--- src/rtl/v_idx_mask_gen.sv ---
// Expands an element index + found flag into a stream of packed vmsof/vmsbf/vmsif mask chunks.
// Optional build macro: VL_TAIL_MASK_EN zeroes every mask bit whose element is at or beyond vl.
module v_idx_mask_gen #(
    parameter int unsigned RESP_DATA_WIDTH = 64,
    parameter int unsigned DATA_WIDTH_BITS = 6,
    parameter int unsigned IDX_BITS        = 10,
    parameter int unsigned REQ_ADDR_WIDTH  = 32
) (
    input  logic                                  clk,
    input  logic                                  rst,
    input  logic                                  in_valid,
    output logic                                  in_ready,
    input  logic [IDX_BITS+DATA_WIDTH_BITS-1:0]   in_idx,
    input  logic                                  in_found,
    input  logic [1:0]                            in_mode,
    input  logic [IDX_BITS+DATA_WIDTH_BITS:0]     in_vl,
    input  logic [REQ_ADDR_WIDTH-1:0]             in_addr,
    output logic [RESP_DATA_WIDTH-1:0]            out_vec,
    output logic [REQ_ADDR_WIDTH-1:0]             out_addr,
    output logic                                  out_end,
    output logic                                  out_valid,
    input  logic                                  out_ready
);
    localparam int unsigned EB = IDX_BITS + DATA_WIDTH_BITS;
    localparam int unsigned CW = IDX_BITS + 1;

    typedef enum logic {IDLE, GEN} state_e;

    state_e                      state_q;
    logic [EB-1:0]               idx_q;
    logic                        found_q;
    logic [1:0]                  mode_q;
    logic [REQ_ADDR_WIDTH-1:0]   base_q;
    logic [CW-1:0]               chunk_q;
    logic [CW-1:0]               last_q;
    logic [RESP_DATA_WIDTH-1:0]  vec_q;
    logic [REQ_ADDR_WIDTH-1:0]   addr_q;
    logic                        end_q;
    logic                        valid_q;
`ifdef VL_TAIL_MASK_EN
    logic [EB:0]                 vl_q;
    logic [EB:0]                 s_vl_c;
`endif

    logic                        sel_idle_c;
    logic [EB:0]                 s_idx_c;
    logic                        s_found_c;
    logic [1:0]                  s_mode_c;
    logic [CW-1:0]               s_chunk_c;
    logic [CW-1:0]               last_c;
    logic [RESP_DATA_WIDTH-1:0]  gen_vec_c;
    logic [REQ_ADDR_WIDTH-1:0]   gen_addr_c;

    assign in_ready  = (state_q == IDLE);
    assign out_vec   = vec_q;
    assign out_addr  = addr_q;
    assign out_end   = end_q;
    assign out_valid = valid_q;

    // Chunk 0 is built straight from the command inputs; later chunks from the latched copy.
    always_comb begin
        sel_idle_c = (state_q == IDLE);
        s_idx_c    = sel_idle_c ? {1'b0, in_idx} : {1'b0, idx_q};
        s_found_c  = sel_idle_c ? in_found : found_q;
        s_mode_c   = sel_idle_c ? in_mode  : mode_q;
        s_chunk_c  = sel_idle_c ? '0 : chunk_q;
`ifdef VL_TAIL_MASK_EN
        s_vl_c     = sel_idle_c ? in_vl : vl_q;
`endif
        last_c     = CW'((in_vl - (EB+1)'(1)) >> DATA_WIDTH_BITS);
        gen_addr_c = sel_idle_c ? in_addr : base_q + REQ_ADDR_WIDTH'(chunk_q);
    end

    // Per-bit element compare in EB+1-bit unsigned arithmetic.
    always_comb begin
        logic [EB:0] e;
        logic        b;
        gen_vec_c = '0;
        for (int j = 0; j < RESP_DATA_WIDTH; j++) begin
            e = {s_chunk_c, DATA_WIDTH_BITS'(j)};
            b = 1'b0;
            if (!s_found_c) begin
                b = (s_mode_c == 2'd1) || (s_mode_c == 2'd2);
            end else begin
                case (s_mode_c)
                    2'd1:    b = (e <  s_idx_c);
                    2'd2:    b = (e <= s_idx_c);
                    default: b = (e == s_idx_c);
                endcase
            end
`ifdef VL_TAIL_MASK_EN
            if (e >= s_vl_c) b = 1'b0;
`endif
            gen_vec_c[j] = b;
        end
    end

    always_ff @(posedge clk) begin
        if (rst) begin
            state_q <= IDLE;
            idx_q   <= '0;
            found_q <= 1'b0;
            mode_q  <= '0;
            base_q  <= '0;
            chunk_q <= '0;
            last_q  <= '0;
            vec_q   <= '0;
            addr_q  <= '0;
            end_q   <= 1'b0;
            valid_q <= 1'b0;
`ifdef VL_TAIL_MASK_EN
            vl_q    <= '0;
`endif
        end else begin
            case (state_q)
                IDLE: begin
                    valid_q <= 1'b0;
                    // A zero-length command is accepted and silently dropped.
                    if (in_valid && (in_vl != '0)) begin
                        idx_q   <= in_idx;
                        found_q <= in_found;
                        mode_q  <= in_mode;
                        base_q  <= in_addr;
                        last_q  <= last_c;
                        chunk_q <= CW'(1);
                        vec_q   <= gen_vec_c;
                        addr_q  <= gen_addr_c;
                        end_q   <= (last_c == '0);
                        valid_q <= 1'b1;
`ifdef VL_TAIL_MASK_EN
                        vl_q    <= in_vl;
`endif
                        state_q <= GEN;
                    end
                end
                GEN: begin
                    if (out_ready) begin
                        if (end_q) begin
                            valid_q <= 1'b0;
                            end_q   <= 1'b0;
                            state_q <= IDLE;
                        end else begin
                            vec_q   <= gen_vec_c;
                            addr_q  <= gen_addr_c;
                            end_q   <= (chunk_q == last_q);
                            chunk_q <= chunk_q + CW'(1);
                        end
                    end
                end
                default: state_q <= IDLE;
            endcase
        end
    end
endmodule

--- config.mk ---
export PLATFORM = sky130hd
export DESIGN_NAME = v_idx_mask_gen
export DESIGN_NICKNAME = d
export VERILOG_FILES = /design/src/rtl/v_idx_mask_gen.sv
export SDC_FILE = /design/constraint.sdc
export NUM_CORES = 1
export LEC_CHECK = 0
export BUFFER_PORTS_ARGS = -buffer_cell sky130_fd_sc_hd__buf_2
export CORE_ASPECT_RATIO = 1.25
export CORE_UTILIZATION = 40
export CTS_CLUSTER_SIZE = 24
export DETAILED_ROUTE_END_ITERATION = 8
export GPL_TIMING_DRIVEN = 0
export PLACE_DENSITY = 0.7
export SYNTH_ARGS = -nofsm -noshare
export SYNTH_HDL_FRONTEND = slang
export SYNTH_SLANG_ARGS = --single-unit
--- constraint.sdc ---
create_clock -name clk -period 5.7 [get_ports clk]
set_clock_uncertainty 0.1 [all_clocks]
set_input_delay 0 -clock clk [delete_from_list [all_inputs] [get_ports clk]]
set_output_delay 0 -clock clk [all_outputs]
set_load 0.01 [all_outputs]
==> summary.md, run 1 <==
| Metric | Value |
|---|---|
| Fmax | `0.1702 GHz` |
| Mapped Nets | `1361` |
| Vias per cell | `6.146` |
| Reg2Reg Setup Slack | `-0.18 ns` |
| Slew margin rel. | `10.67%` |
| R2R depth | `14` |
| Vias in the first global route | `11.08k` |
| Initial antenna violation count | `0` |
| Final setup violating endpoints | `18` |
| IO buf count | `169` |
| DR WL/cell | `24.55 µm` |
| Clk pin slew, worst setup/hold paths | `0.07 ns` |
| Seq/Total Area, Yosys | `35.27%` |
| Avg Synthesized Cell Area | `7.729 µm²` |
| Clk root buf | `clkbuf_16` |
| R2R Path Start | `state_q` |
| RR Endpoint | `out_vec[49]` |
| Post-route DRC violation count | `0` |
| Setup TNS | `-1.818 ns` |
| Final ANT Viol Nets | `0` |
| Synth warnings | `0` |
| Pins Over Slew Limit | `0` |
| Fraction of registers with async set/reset | `0%` |
| Ports | `171` |
| Netlist Area Pre-Place | `9762 µm²` |
| Hold crit path type | `in2reg` |
| Clk Latency, worst-skew pair | `0.45 ns` |
| Global-route wire length before repair | `67230 µm` |
| RSZ-0062 raised after global routing | `yes` |
| Worst Path Required | `5.97 ns` |
| CP Capture Point | `out_vec[49]` |
| CTS sink cnt | `172` |
| CTS tree | `done` |
| TritonCTS Buffers | `17` |
| Crit-path slowest cell | `nor3_1` |
| # nets final | `1620` |
| Initial core utilization | `41.01%` |
| Share of cells above drive strength 1 | `16.68%` |
| Tmin final | `5.875 ns` |
| Max clock buf depth | `2` |
| Failing checks | `setup timing` |
| DRT iter0 DRCs | `976` |
| Unique masters post-synth | `67` |
| H-tree levels | `4` |
| Critical path fanouts, max | `10` |
| PD cells | `286.2 nW/µm²` |
| Leakage power | `4.823 nW` |
| Core region area | `23810 µm²` |
| Area of the multi-input gates | `5948 µm²` |
| WP buf/inv | `7` |
| Register area | `3443 µm²` |
| Crit Path Class | `reg2reg` |
| Final worst slack | `-0.1754 ns` |
| Final wirelength | `45660 µm` |
| Status | `finished with violations` |
| Die X | `141.7 µm` |
| Layout overhead on the synthesized area | `27.01%` |
| Largest net degree at the start of global routing | `18` |
| Post-route clock period utilization | `103.1%` |
| Hpwl dp | `33710 µm` |
| First-pass DRT Iterations | `6` |
| Maxcap violations | `0` |
| Filler instances | `2349` |
| Family with the most delay on the worst path | `buffers and inverters` |
| Gpl congestion | `1.003` |
| Die Height | `176.7 µm` |
| CP endpoint kind | `flip-flop` |
| Crit path cell chain | `buf_2 -> buf_2 -> buf_2 -> clkbuf_2 -> clkbuf_1 -> mux2i_1 -> inv_1 -> ha_1 -> clkbuf_1 -> nor2_1 -> o2111ai_2 -> nor3_1 -> o311ai_0 -> a211oi_2` |
| Row count | `63` |
| Ys flop type | `dfxtp_1` |
| EDFF count, synth | `0` |
| DR vias | `11.43k` |
| Die Outline Area | `25040 µm²` |
| CP peak stage delay | `0.96 ns` |
| WP depth | `14` |
| Total track usage | `36.73%` |
| #FFs+latches synth | `172` |
| Setup crit start kind | `flip-flop` |
| Util after Layout | `52.08%` |
| Antenna Cells | `0` |
| Most used cell, CP | `buf_2` |
| Cells after synthesis | `1263` |
| Worst setup path startpoint | `state_q` |
| Final Hold Vio Count | `0` |
| Worst VDD drop | `0.2339 mV` |
| Gr ovfl total | `0` |
| Worst-margin pin slew | `1.326 ns` |
| Arr. time, crit path | `6.14 ns` |
synthesized netlist by cell type (4+ instances only):
master,instances,area share (%)
and2_1,19,1.2
xnor2_1,22,2.0
clkbuf_1,65,2.5
nor4_1,14,0.90
a311oi_1,10,0.90
mux2_2,5,0.58
a21o_1,8,0.62
a21oi_1,117,6.0
nand3_1,36,1.8
a211o_1,4,0.36
nand2b_1,7,0.45
ha_1,25,3.2
a211oi_2,10,1.3
buf_2,15,0.77
nand4_1,15,0.96
nor2_1,144,5.5
a211oi_1,52,4.0
o21a_1,8,0.62
o311ai_0,4,0.36
a221oi_1,11,0.99
nand2_1,176,6.8
nor3b_1,4,0.31
mux2i_1,29,3.0
nor2b_1,4,0.26
o2111ai_1,5,0.45
or3_1,13,0.83
o21ai_0,62,3.2
xor2_1,26,2.3
inv_1,13,0.50
o32ai_1,13,1.2
o211ai_1,12,0.92
dfxtp_1,172,35
o22ai_1,19,1.2
a31oi_1,11,0.70
and3_1,4,0.26
o31ai_1,4,0.31
a22oi_1,13,1.0
nor3_1,44,2.3
worst min-delay path: cells and delay by family:
family | cells | cell delay, ns
buffers and inverters | 2 | 0.35
AND/OR/NAND/NOR | 1 | 0.11
AO/OA/AOI/OAI | 1 | 0.07
cells by family after synthesis:
group,Yosys count,share of synthesized area [%]
AND/OR/NAND/NOR,498,23.05
AO/OA/AOI/OAI,384,26.06
flip-flops,172,35.27
buffers and inverters,101,4.358
XOR/XNOR,48,4.307
multiplexers,34,3.550
adder cells (fa/ha/maj),26,3.409
power breakdown:
part | internal (W) | switching (W)
Clock | 0.000676 | 0.000591
Sequential | 0.00131 | 0.0000708
Combinational | 0.000307 | 0.000590
Total | 0.00230 | 0.00125
cell usage in the layout (no fill, tap or decap), types with 12 or more instances in the layout:
cell type	count
a211oi_1	52
a21oi_1	116
a22oi_1	13
and2_1	19
buf_2	185
clkbuf_1	63
clkbuf_16	17
dfxtp_1	172
dlygate4sd3_1	71
ha_1	25
inv_1	13
mux2i_1	29
nand2_1	176
nand3_1	36
nand4_1	15
nor2_1	144
nor3_1	42
o211ai_1	12
o21ai_0	62
o22ai_1	19
o32ai_1	13
or3_1	13
xnor2_1	22
xor2_1	26
layout make-up:
class                      instances  area share [%]
multi-input combinational        990           47.98
sequential                       172           27.77
timing repair buffer             240           12.55
clock buffer                      18           3.542
tap                              325           3.280
buffer                            88           3.068
clock inverter                    14           1.413
inverter                          13          0.3936
state kept, by name, summed over array words and instances, names as in the netlist:
signal     cells
chunk_q       11
found_q        1
out_valid      1
state_q        1
mode_q         2
idx_q         16
last_q        11
base_q        32
out_end        1
out_addr      32
out_vec       64
worst min path at each step:
stage | cells after the start | to | slack [ns] | start
global route | 4 | idx_q[3] | 0.07 | in_idx[3]
detailed placement | 3 | out_addr[29] | 0.15 | in_addr[29]
global placement | 3 | out_addr[26] | 0.15 | in_addr[26]
finish | 4 | idx_q[2] | 0.03 | in_idx[2]
CTS | 4 | idx_q[3] | 0.006 | in_idx[3]
floorplan | 2 | out_addr[26] | 0.03 | in_addr[26]
metal layers:
| metal | routed length, µm | track usage, % | up-vias |
|---|---|---|---|
| met5 | 0 | 0 | - |
| li1 | - | - | 5134 |
| met2 | 22430 | 64.72 | 672 |
| met1 | 16920 | 39.52 | 5438 |
| met3 | 2918 | 6.061 | 187 |
| met4 | 3395 | 27.11 | 0 |
metrics by stage:
stage	power, W	cell area, µm²	cells	worst slack [ns]	hold slack (ns)
floorplan	0.001873	9762	1263	1.483	0.03101
global placement	0.002230	11010	1757	-1.160	0.1471
detailed placement	0.002235	11010	1757	-1.136	0.1533
CTS	0.003519	12380	1860	0.09629	0.005757
global route	0.003664	12400	1860	-0.2314	0.07356
finish	0.003548	12400	1860	-0.1754	0.03435
repair_timing:
action                                  CTS  global route
endpoints found under the hold margin    97             0
resized for setup                         9             3
pin swaps                                 0             0
buffers inserted                          0             0
hold buffers                             71             0
endpoints found under the setup margin   57            25
No activity file was read; power rests on OpenSTA's default activity.
==> inputs of run 2 (changes only) <==
- CORE_MARGIN: unset -> 1.5
==> run 2 against run 1 <==
Compared with the run above: power decreased by 3.3%; the run now ends clean; critical path type unchanged; clock power shrank 9%; worst setup slack better by 0.38 ns; maximum frequency rose by 6.8%; critical endpoint is now out_vec[12].
==> summary.md, run 2 (same netlist as run 1, synthesis figures left out) <==
| Metric | Value |
|---|---|
| Final ANT Viol Nets | `0` |
| Vias per cell | `6.103` |
| Antenna Cells | `0` |
| Worst VDD drop | `0.2342 mV` |
| Ports | `171` |
| Crit path cell chain | `buf_2 -> buf_2 -> buf_2 -> clkbuf_1 -> mux2i_1 -> inv_1 -> ha_1 -> clkbuf_1 -> nor2_1 -> clkbuf_1 -> nor3_1 -> a21oi_1 -> a211oi_2` |
| Initial core utilization | `40.87%` |
| DRT iter0 DRCs | `1054` |
| Commonest non-fill, non-tap cell in the layout | `buf_2` |
| Final Hold Vio Count | `0` |
| Share of cells above drive strength 1 | `16.38%` |
| Row count | `63` |
| Final wirelength | `45140 µm` |
| Post-route DRC violation count | `0` |
| Clk root buf | `clkbuf_16` |
| Arr. time, crit path | `5.78 ns` |
| Max clock buf depth | `2` |
| Placed Cells | `1757` |
| Leakage power | `4.792 nW` |
| Gpl congestion | `1.034` |
| Critical path fanouts, max | `19` |
| Crit-path slowest cell | `nor3_1` |
| Die X | `142.7 µm` |
| Worst Path Required | `5.98 ns` |
| Total power after layout | `0.003431 W` |
| Hpwl dp | `33200 µm` |
| Slew margin rel. | `13.53%` |
| Global-route wire length before repair | `66970 µm` |
| Post-route clock period utilization | `96.50%` |
| Status | `complete, no violations` |
| Vias in the first global route | `11.16k` |
| Post-route insts no fill | `1857` |
| CP peak stage delay | `0.98 ns` |
| Die Outline Area | `25360 µm²` |
| Fmax | `0.1818 GHz` |
| Maxcap violations | `0` |
| # nets final | `1619` |
| Pins Over Slew Limit | `0` |
| Clk Latency, worst-skew pair | `0.45 ns` |
| Largest net degree at the start of global routing | `20` |
| WP buf/inv | `7` |
| Most frequent cells in the layout | `buf_2 (185), nand2_1 (176), dfxtp_1 (172)` |
| Hold crit path type | `in2reg` |
| Setup crit start kind | `flip-flop` |
| First-pass DRT Iterations | `6` |
| Core region area | `23880 µm²` |
| CTS tree | `done` |
| H-tree levels | `4` |
| Initial antenna violation count | `0` |
| CTS sink cnt | `172` |
| Gr ovfl total | `0` |
| Worst-margin pin slew | `1.283 ns` |
| Crit Path Class | `reg2reg` |
| DR WL/cell | `24.31 µm` |
| Tmin final | `5.500 ns` |
| CP endpoint kind | `flip-flop` |
| Post-CTS Setup Inserts | `0` |
| TritonCTS Buffers | `17` |
| Final setup violating endpoints | `0` |
| RSZ-0062 raised after global routing | `no` |
| Clk pin slew, worst setup/hold paths | `0.07 ns` |
| IO buf count | `169` |
| Family with the most delay on the worst path | `buffers and inverters` |
| Layout overhead on the synthesized area | `26.20%` |
| PD cells | `278.5 nW/µm²` |
| Total track usage | `35.95%` |
| WHS | `0.02280 ns` |
| Max FFs per register | `64` |
| Die Height | `177.7 µm` |
| DR vias | `11.33k` |
-- run 2: changes by cell type in the layout (fill, tap and decap cells not counted), sizes merged --
cell      change
inv           -6
clkbuf        +3
clkinv        +2
bufinv        -1
clkinvlp      -1
-- run 2: per-layer routing --
metal	vias to the layer above	GRT usage [%]	wire, µm
li1	5121	-	-
met1	5370	39.05	16200
met2	647	60.92	21600
met3	195	8.176	3809
met4	0	26.80	3522
met5	-	0	0
-- run 2: final timing paths --
path	start	end	slack [ns]	depth (start not counted)
max	state_q	out_vec[12]	0.20	13
min	in_idx[3]	idx_q[3]	0.02	4
max reg2reg	state_q	out_vec[12]	0.20	13
min reg2reg	out_vec[27]	out_vec[27]	0.35	2
-- run 2: repair_timing --
action	CTS	global route
hold buffers	71	0
setup endpoints to repair	58	10
gates resized for setup	4	5
endpoints found under the hold margin	97	0
-- run 2: where the power goes --
part | internal [W] | total [W] | switching [W]
clock | 0.000635 | 0.00116 | 0.000525
sequential | 0.00131 | 0.00138 | 0.0000713
combinational | 0.000306 | 0.000887 | 0.000581
-- run 2: through the flow --
| stage | instance area, µm² | setup slack [ns] | TNS [ns] | utilization (%) |
|---|---|---|---|---|
| after floorplan | 9762 | 1.483 | 0 | - |
| after global placement | 11010 | -0.7690 | -23.38 | 46.12 |
| after detailed placement | 11020 | -0.6424 | -20.71 | 46.14 |
| after CTS | 12310 | 0.2367 | 0 | 51.52 |
| after global routing | 12320 | 0.05141 | 0 | 51.58 |
| final | 12320 | 0.1997 | 0 | 51.58 |
-- run 2: tightest hold or removal path, cell delays in order --
cell and delay (ns):
buf_2 0.13, clkbuf_1 0.23, nand2_1 0.11, a21oi_1 0.07
-- run 2: final cells by class --
type                       instances  area [µm²]
clock buffer                      22       474.2
clock inverter                     8       86.33
fill                            2409       11560
timing repair buffer             240        1556
tap                              325       406.6
multi-input combinational        990        5928
sequential                       172        3443
buffer                            87       375.4
inverter                          13       48.80
==> inputs of run 3 (changes only) <==
- CORE_UTILIZATION: 40 -> 50
- PLACE_DENSITY: 0.7 -> 0.82
==> run 3 against run 2 <==
Compared with the run above: die area down 20%; first-iteration DRC count is 16% higher; design area fell by 0.64%; power up 1.5%; core utilization increased by 13 points; global-route usage rose by 8.8 points; critical path type unchanged; sequential power is essentially flat; clock power up 4%; cell count is 4.8% lower; flip-flop and latch count unchanged; critical endpoint is now out_vec[10]; hold slack worse by 0.016 ns; count of clock-buffer cells in the layout fell by 2.
==> summary.md, run 3 (same netlist as run 1, synthesis figures left out) <==
| Metric | Value |
|---|---|
| First-pass DRT Iterations | `8` |
| Max FFs per register | `64` |
| DR WL/cell | `26.02 µm` |
| Global-route wire length before repair | `68090 µm` |
| Sequential power share | `39.7%` |
| Slew margin rel. | `4.232%` |
| Leakage power | `4.802 nW` |
| Share of cells above drive strength 1 | `16.41%` |
| Clock power share | `34.6%` |
| Dpl ws | `-0.7951 ns` |
| Most used cell, CP | `buf_2` |
| H-tree levels | `4` |
| Placed Cells | `1664` |
| M1 WL | `15840 µm` |
| Total track usage | `44.76%` |
| Met2 WL | `21370 µm` |
| Antenna Cells | `0` |
| Filler instances | `1648` |
| Fmax | `0.1774 GHz` |
| Detail Route met3 WL | `4151 µm` |
| Die Height | `159.2 µm` |
| Maxcap violations | `0` |
| Pins Over Slew Limit | `0` |
| Most frequent cells in the layout | `buf_2 (185), nand2_1 (176), dfxtp_1 (172)` |
| Die X | `128.0 µm` |
| Combinational Power Share | `25.6%` |
| Post-route insts no fill | `1768` |
| IO buf count | `169` |
| Clk pin slew, worst setup/hold paths | `0.08 ns` |
| Layout overhead on the synthesized area | `25.39%` |
| Core region area | `18920 µm²` |
| CP endpoint kind | `flip-flop` |
| Clk Latency, worst-skew pair | `0.46 ns` |
| Post-route DRC violation count | `0` |
| Ports | `171` |
| Critical path fanouts, max | `19` |
| PD cells | `284.6 nW/µm²` |
| Gpl congestion | `1.022` |
| Arr. time, crit path | `5.88 ns` |
| Die Outline Area | `20380 µm²` |
| Gr ovfl total | `0` |
| Status | `complete, no violations` |
| RSZ-0062 raised after global routing | `no` |
| Final setup violating endpoints | `0` |
| Area of the multi-input gates | `5923 µm²` |
| Initial antenna violation count | `0` |
| Worst Path Required | `5.95 ns` |
| CTS tree | `done` |
| Util after Layout | `64.70%` |
| Final wirelength | `46000 µm` |
| Initial core utilization | `51.60%` |
| Top Layer Used | `met4` |
| Commonest non-fill, non-tap cell in the layout | `buf_2` |
| Vias per cell | `6.555` |
| Setup crit start kind | `flip-flop` |
| Largest net degree at the start of global routing | `20` |
| Crit-path slowest cell | `nor3_1` |
| Crit path cell chain | `buf_2 -> buf_2 -> buf_2 -> buf_2 -> buf_2 -> mux2i_1 -> ha_1 -> nand4_1 -> nor3_1 -> nand2_1 -> nor2_1 -> a21boi_0 -> o221a_2` |
| CTS sink cnt | `172` |
| Final worst slack | `0.06360 ns` |
| DR vias | `11.59k` |
| DRT iter0 DRCs | `1221` |
| Post-CTS Setup Inserts | `0` |
| # nets final | `1621` |
| Final Hold Vio Count | `0` |
| Psw | `0.001227 W` |
| Worst VDD drop | `0.2269 mV` |
| Clk root buf | `clkbuf_16` |
| TritonCTS Buffers | `17` |
| Crit Path Class | `reg2reg` |
| Int Power | `0.002256 W` |
| Row count | `56` |
| Worst-margin pin slew | `1.430 ns` |
| Final ANT Viol Nets | `0` |
| Post-route clock period utilization | `98.88%` |
| Vias in the first global route | `11.28k` |
| Hold crit path type | `in2reg` |
| Max clock buf depth | `2` |
| Switch share | `35.23%` |
| Register area | `3443 µm²` |
| Tmin final | `5.636 ns` |
| CP peak stage delay | `0.95 ns` |
| Hpwl dp | `33260 µm` |
run 3: cell count changes in the layout (fill, tap and decap cells not counted), sizes merged:
cell | before | now
clkbuf | 87 | 85
clkinv | 5 | 3
inv | 14 | 18
clkinvlp | 1 | 3
dlygate4sd3 | 71 | 73
run 3: path summary, 6_finish.rpt:
path          startpoint           to  slack (ns)  depth (start not counted)
min            in_idx[2]     idx_q[2]       0.007                          4
min reg2reg  out_vec[31]  out_vec[31]        0.35                          2
max              state_q  out_vec[10]        0.06                         13
max reg2reg      state_q  out_vec[10]        0.06                         13
run 3: power by group through the flow:
stage	clock network, W	registers, W	logic [W]
finish	0.00121	0.00138	0.000893
global route	0.00125	0.00139	0.000944
CTS	0.00120	0.00138	0.000857
detailed placement	0	0.00141	0.000813
global placement	0	0.00140	0.000811
floorplan	0	0.00143	0.000439
run 3: repair_timing:
item,CTS,global route
endpoints found under the setup margin,64,0
resized for setup,6,0
endpoints found under the hold margin,97,0
hold buffers,73,0
run 3: cell type report:
| type | count | area share [%] |
|---|---|---|
| Timing Repair Buffer | 242 | 12.88 |
| Tap cell | 232 | 2.371 |
| Inverter | 13 | 0.3987 |
| Sequential cell | 172 | 28.13 |
| Clock inverter | 12 | 1.043 |
| Multi-Input combinational cell | 990 | 48.39 |
| Clock buffer | 20 | 3.731 |
| Buffer | 87 | 3.056 |
run 3: stage by stage:
stage                     cell area [µm²]  TNS [ns]  total power [W]  hold WS [ns]
after global routing                12240         0         0.003585       0.06459
after global placement              10900    -30.34         0.002212        0.1476
final                               12240         0         0.003484      0.007085
after floorplan                      9762         0         0.001873       0.03101
after detailed placement            10900    -23.97         0.002219        0.1499
after CTS                           12230         0         0.003431     0.0005329
run 3: worst max-delay path: cells and delay by family (launching register included):
| family | cells | cell delay [ns] |
|---|---|---|
| buf+inv | 5 | 1.82 |
| flops | 1 | 0.44 |
| fa+ha+maj | 1 | 0.19 |
| compound gates | 2 | 0.42 |
| mux | 1 | 0.37 |
| simple gates | 4 | 2.17 |
run 3: layer usage:
layer	up-vias	track usage, %
met5	-	0
met4	0	39.27
met3	264	9.140
met2	846	73.24
met1	5355	48.63
li1	5124	-
